## src/rtl/piso_serializer_if.sv

```systemverilog
// Handshake and serial-side signal bundle for piso_serializer.
// The slave modport is the serializer; the master modport is the word source / serial consumer.
interface piso_serializer_if #(
  parameter int WIDTH = 4
);
  logic [WIDTH-1:0] in_data;
  logic             in_valid;
  logic             in_ready;
  logic             ser_en;
  logic             Dout;
  logic             dout_valid;
  logic             dout_first;
  logic             dout_last;
  logic             busy;

  modport slave (
    input  in_data,
    input  in_valid,
    input  ser_en,
    output in_ready,
    output Dout,
    output dout_valid,
    output dout_first,
    output dout_last,
    output busy
  );

  modport master (
    output in_data,
    output in_valid,
    output ser_en,
    input  in_ready,
    input  Dout,
    input  dout_valid,
    input  dout_first,
    input  dout_last,
    input  busy
  );
endinterface

```

## src/rtl/piso_serializer.sv

```systemverilog
// Parallel-in serial-out serializer with valid/ready word input and framed serial output.
// Every serial output is a flop; only in_ready is combinational (on state, cnt, ser_en, rst).
module piso_serializer #(
  parameter int WIDTH     = 4,
  parameter bit MSB_FIRST = 1'b1
) (
  input  logic               clk,
  input  logic               rst,
  piso_serializer_if.slave   bus
);

  localparam int CW = $clog2(WIDTH);
  localparam logic [CW-1:0] LAST_CNT = CW'(WIDTH - 1);

  typedef enum logic [0:0] {
    IDLE  = 1'b0,
    SHIFT = 1'b1
  } state_t;

  state_t           state_q, state_d;
  logic [WIDTH-1:0] sreg_q, sreg_d;
  logic [CW-1:0]    cnt_q, cnt_d;
  logic             dout_q, dout_d;
  logic             valid_q, valid_d;
  logic             first_q, first_d;
  logic             last_q, last_d;
  logic             ready_s;
  logic             accept_s;

  function automatic logic out_bit(input logic [WIDTH-1:0] v);
    logic b;
    if (MSB_FIRST) begin
      b = v[WIDTH-1];
    end else begin
      b = v[0];
    end
    return b;
  endfunction

  function automatic logic [WIDTH-1:0] shift_toward_out(input logic [WIDTH-1:0] v);
    logic [WIDTH-1:0] r;
    if (MSB_FIRST) begin
      r = {v[WIDTH-2:0], 1'b0};
    end else begin
      r = {1'b0, v[WIDTH-1:1]};
    end
    return r;
  endfunction

  // Ready decode: idle, or the last bit is leaving on this edge.
  always_comb begin
    ready_s = 1'b0;
    case (state_q)
      IDLE:    ready_s = 1'b1;
      SHIFT:   ready_s = (cnt_q == LAST_CNT) && bus.ser_en;
      default: ready_s = 1'b0;
    endcase
    accept_s = ready_s && bus.in_valid;
  end

  // Next-state, shift and registered-output computation.
  always_comb begin
    state_d = state_q;
    sreg_d  = sreg_q;
    cnt_d   = cnt_q;
    case (state_q)
      IDLE: begin
        if (accept_s) begin
          sreg_d  = bus.in_data;
          cnt_d   = {CW{1'b0}};
          state_d = SHIFT;
        end else begin
          state_d = IDLE;
        end
      end
      SHIFT: begin
        if (!bus.ser_en) begin
          state_d = SHIFT;
        end else if (cnt_q != LAST_CNT) begin
          sreg_d = shift_toward_out(sreg_q);
          cnt_d  = cnt_q + CW'(1);
        end else if (bus.in_valid) begin
          sreg_d  = bus.in_data;
          cnt_d   = {CW{1'b0}};
          state_d = SHIFT;
        end else begin
          sreg_d  = {WIDTH{1'b0}};
          cnt_d   = {CW{1'b0}};
          state_d = IDLE;
        end
      end
      default: begin
        sreg_d  = {WIDTH{1'b0}};
        cnt_d   = {CW{1'b0}};
        state_d = IDLE;
      end
    endcase

    if (state_d == SHIFT) begin
      dout_d  = out_bit(sreg_d);
      valid_d = 1'b1;
      first_d = (cnt_d == {CW{1'b0}});
      last_d  = (cnt_d == LAST_CNT);
    end else begin
      dout_d  = 1'b0;
      valid_d = 1'b0;
      first_d = 1'b0;
      last_d  = 1'b0;
    end
  end

  // State, shift register, counter and output flops.
  always_ff @(posedge clk or posedge rst) begin
    if (rst) begin
      state_q <= IDLE;
      sreg_q  <= {WIDTH{1'b0}};
      cnt_q   <= {CW{1'b0}};
      dout_q  <= 1'b0;
      valid_q <= 1'b0;
      first_q <= 1'b0;
      last_q  <= 1'b0;
    end else begin
      state_q <= state_d;
      sreg_q  <= sreg_d;
      cnt_q   <= cnt_d;
      dout_q  <= dout_d;
      valid_q <= valid_d;
      first_q <= first_d;
      last_q  <= last_d;
    end
  end

  assign bus.in_ready   = ready_s & ~rst;
  assign bus.Dout       = dout_q;
  assign bus.dout_valid = valid_q;
  assign bus.dout_first = first_q;
  assign bus.dout_last  = last_q;
  assign bus.busy       = valid_q;

endmodule
```

## src/flat_wrapper.sv

```systemverilog
// flat-port wrapper written by rule: the top's interface ports become plain ports
module piso_serializer_flat 
#(
  parameter int WIDTH     = 4,
  parameter bit MSB_FIRST = 1'b1
)
  (clk, rst, bus_in_data, bus_in_valid, bus_ser_en, bus_in_ready, bus_Dout, bus_dout_valid, bus_dout_first, bus_dout_last, bus_busy);
  piso_serializer_if #(.WIDTH(WIDTH)) bus_i ();
  input  logic clk;
  input  logic rst;
  input wire logic [$bits(bus_i.in_data)-1:0] bus_in_data;
  input wire logic [$bits(bus_i.in_valid)-1:0] bus_in_valid;
  input wire logic [$bits(bus_i.ser_en)-1:0] bus_ser_en;
  output wire logic [$bits(bus_i.in_ready)-1:0] bus_in_ready;
  output wire logic [$bits(bus_i.Dout)-1:0] bus_Dout;
  output wire logic [$bits(bus_i.dout_valid)-1:0] bus_dout_valid;
  output wire logic [$bits(bus_i.dout_first)-1:0] bus_dout_first;
  output wire logic [$bits(bus_i.dout_last)-1:0] bus_dout_last;
  output wire logic [$bits(bus_i.busy)-1:0] bus_busy;
  assign bus_i.in_data = bus_in_data;
  assign bus_i.in_valid = bus_in_valid;
  assign bus_i.ser_en = bus_ser_en;
  assign bus_in_ready = bus_i.in_ready;
  assign bus_Dout = bus_i.Dout;
  assign bus_dout_valid = bus_i.dout_valid;
  assign bus_dout_first = bus_i.dout_first;
  assign bus_dout_last = bus_i.dout_last;
  assign bus_busy = bus_i.busy;
  piso_serializer #(.WIDTH(WIDTH), .MSB_FIRST(MSB_FIRST)) u_core (.clk(clk), .rst(rst), .bus(bus_i));
endmodule
```

## config.mk

```make
export PLATFORM = sky130hd
export DESIGN_NAME = piso_serializer_flat
export DESIGN_NICKNAME = d
export VERILOG_FILES = /design/src/rtl/piso_serializer_if.sv /design/src/rtl/piso_serializer.sv /design/src/flat_wrapper.sv
export SDC_FILE = /design/constraint.sdc
export NUM_CORES = 1
export LEC_CHECK = 0
export BUFFER_PORTS_ARGS = -buffer_cell sky130_fd_sc_hd__buf_2
export CAP_MARGIN = 20
export CORE_AREA = 2 2 39 41
export DETAILED_ROUTE_END_ITERATION = 12
export DIE_AREA = 0 0 41 43
export PLACE_DENSITY = 0.68
export SLEW_MARGIN = 30
export SYNTH_ARGS = -nofsm -noshare
export SYNTH_HDL_FRONTEND = slang
export SYNTH_SLANG_ARGS = --single-unit
```

## constraint.sdc

```tcl
create_clock -name clk -period 3.9 [get_ports clk]
set_input_delay 1.17 -clock clk [delete_from_list [all_inputs] [get_ports clk]]
set_output_delay 1.17 -clock clk [all_outputs]
set_load 0.005 [all_outputs]
```

==> metrics.md <==
| Metric | Value |
|---|---|
| Routed WL | around 970 um |
| Post-route DRC | 0 |
| Leading area contributor after synthesis | dfrtp_1 |
| Initial DRC count | 12 |
| Dpl ws | 1.01 ns |
| CTS hold repair buffers | 0 |
| Worst slew pin tran | 0.453 ns |
| Root Buffer | clkbuf_4 |
| Placed inst area | 593 um2 |
| Final Cell Area | 616 um2 |
| Final setup viols | 0 |
| Initial DRT Pass Iterations | 2 |
| Post-route ant nets | 0 |
| Crit share post-route | between 70% and 80% |
| CTS max path bufs | 2 |
| Commonest cells in the synthesized netlist | dfrtp_1, mux2i_1, inv_1, o21ai_0 |
| Library cells used by synthesis | 26 |
| Crit Path Category | in -> out |
| CP required | 2.73 ns |
| Skew-Pair Late Insertion Delay | 0.26 ns |
| Core Util, Final | about 44% |
| Seq/Total Area, Yosys | 46.6% |
| Post-synthesis register bit count | 10 |
| Initial antenna violation count | 0 |
| Syn Nets | 59 |
| Final worst setup slack | 0.993 ns |
| CP startpoint kind | primary input |
| Share of cells above drive strength 1 | between 30% and 40% |
| Rel. slew slack | 69.8% |
| Share of the synthesized area in the top cell type | 46.6% |
| Via/cell ratio | ~5.4 |
| Clk sinks | 10 |
| Antenna Cells | 0 |
| Clock transition at the registers of the reported paths | 0.05 ns |
| Peak supply drop | roughly 0.0003 V |
| H-Tree Depth | 1 |
| Post-synth EDFFs | 0 |
| Layout Skew | 0.00418 ns |
| Critical path fanouts, max | 9 |
| Most common flop cell mapped by yosys | dfrtp_1 |
| Pwr/cell area | between 600 and 700 nW/um2 |
| Vias | 422 |
| Pwr Total | 0.000416 W |
| Die width | 41 um |
| Crit path DAT | between 1.5 and 2 ns |
| Synth warn | 0 |
| First-pass GRT wire length | 1.48 mm |
| RSZ-0062 raised after global routing | no |
| Cts repair resizes | 0 |
| Vias in the first global route | 381 |
| Die height | 43 um |
| GRT Overall Usage | about an eighth |
| Gpl congestion | ~0.67 |
| Area grow syn2layout | 14.7% |
| Max-Cap Viols | 0 |
| Avg Inst Size Synth | 10.7 um2 |
| DPL Wire Length | 710 um |
| Synthesized cell area | 537 um2 |
| # Post-CTS Setup Buffers | 0 |
| Setup total negative slack | 0 ns |
| Critical Path Sink Type | output port |
| Worst hold path class | reg -> reg |
| CTS tree | done |
| I/O pins | 14 |
| Ys async rst share | 100% |
| Row cnt | 14 |
| Die area | 1760 um2 |
| LEAKAGE | 0.295 nW |
| Core area | 1380 um2 |
| Hold Fails Final Rpt | 0 |
| Outcome | finished, final reports clean |
| Largest net degree at the start of global routing | 17 |
| Gr ovfl total | 0 |
| Net count, final | 73 |
| Final Critical Period | about 2.9 ns |
| Mapped Cells | 50 |
| Per-cell routed wire length | 12.4 um |
| Initial Util | 38.8% |
| Dominant cells by area after synthesis | dfrtp_1, mux2i_1, a22o_1 |
| Max Slew Vio Count | 0 |
| Cell with the most instances after synthesis | dfrtp_1 |
| IO buf count | 13 |
| F_max | ~0.34 GHz |
| CTS buffer count | 3 |
## final timing paths
path	to	cells after the start	slack, ns	from
max	bus_in_ready	4	0.99	bus_ser_en
max reg2reg	u_core.bus.Dout	4	2.47	u_core.cnt_q[0]
min	u_core.sreg_q[0]	2	0.58	u_core.sreg_q[0]
max in group asynchronous	u_core.bus.dout_first	2	2.75	rst
min in group asynchronous	u_core.sreg_q[3]	2	0.89	rst
min reg2reg	u_core.sreg_q[0]	2	0.58	u_core.sreg_q[0]
## registers in the layout, indices dropped and copies added (netlist names)
register,flops
u_core.sreg_q,4
u_core.bus.dout_last,1
u_core.bus.dout_first,1
u_core.cnt_q,2
u_core.bus.Dout,1
u_core.state_q,1
## cell usage in the layout (no fill, tap or decap)
master     n
nor3_2     1
mux2i_1    4
a311oi_1   2
o2111a_1   1
mux2_4     1
dfrtp_1   10
o211ai_1   1
a22o_1     2
a21oi_1    2
ha_1       1
a31oi_1    1
nor2b_1    2
clkbuf_4   3
inv_1      3
xor2_1     1
buf_2     13
o21ba_2    1
nand2b_1   1
nand2_1    1
or2_2      1
nor2_1     2
nand3_1    2
nand4_1    1
o21ai_0    3
o22ai_1    2
## critical path, cell delays in order
cell and delay [ns]:
buf_2 0.18, nand2_1 0.11, a21oi_1 0.15, buf_2 0.13
## routing by layer
metal,wire length [um],global-route usage [%],up-vias
li1,-,-,209
met1,526,18.6,196
met2,363,16.3,15
met3,61,3.14,2
met4,18,8.00,0
met5,0,0,-
## where the power goes
group          switching, W  internal [W]   total, W  leakage, nW
clock             0.0000309     0.0000354  0.0000663       0.0138
combinational     0.0000774     0.0000915   0.000169        0.161
sequential        0.0000325      0.000148   0.000181        0.120
## area by class of cell
type,count,area (um2)
Inverter,3,11.3
Tap cell,16,20.0
Fill cell,130,768
Clock buffer,3,22.5
Timing Repair Buffer,13,65.1
Sequential cell,10,250
Multi-Input combinational cell,33,246
## cells by family (layout without fill, tap and decap cells)
family,after synthesis,in the layout,share of synthesized area (%)
AOI/OAI and AO/OA,15,15,20.0
and+or+nand+nor,11,11,11.7
DFF,10,10,46.6
buffers and inverters,7,19,7.46
muxes,5,5,10.3
adders and majority gates,1,1,2.33
xor gates and xnor gates,1,1,1.63
## per-stage QoR
stage | hold slack [ns] | std cells
2_1_floorplan | 0.522 | 50
3_3_place_gp | 0.570 | 75
3_5_place_dp | 0.577 | 75
4_1_cts | 0.590 | 78
5_1_grt | 0.620 | 78
6_report | 0.580 | 78
Power figures use the tool's default switching activity.
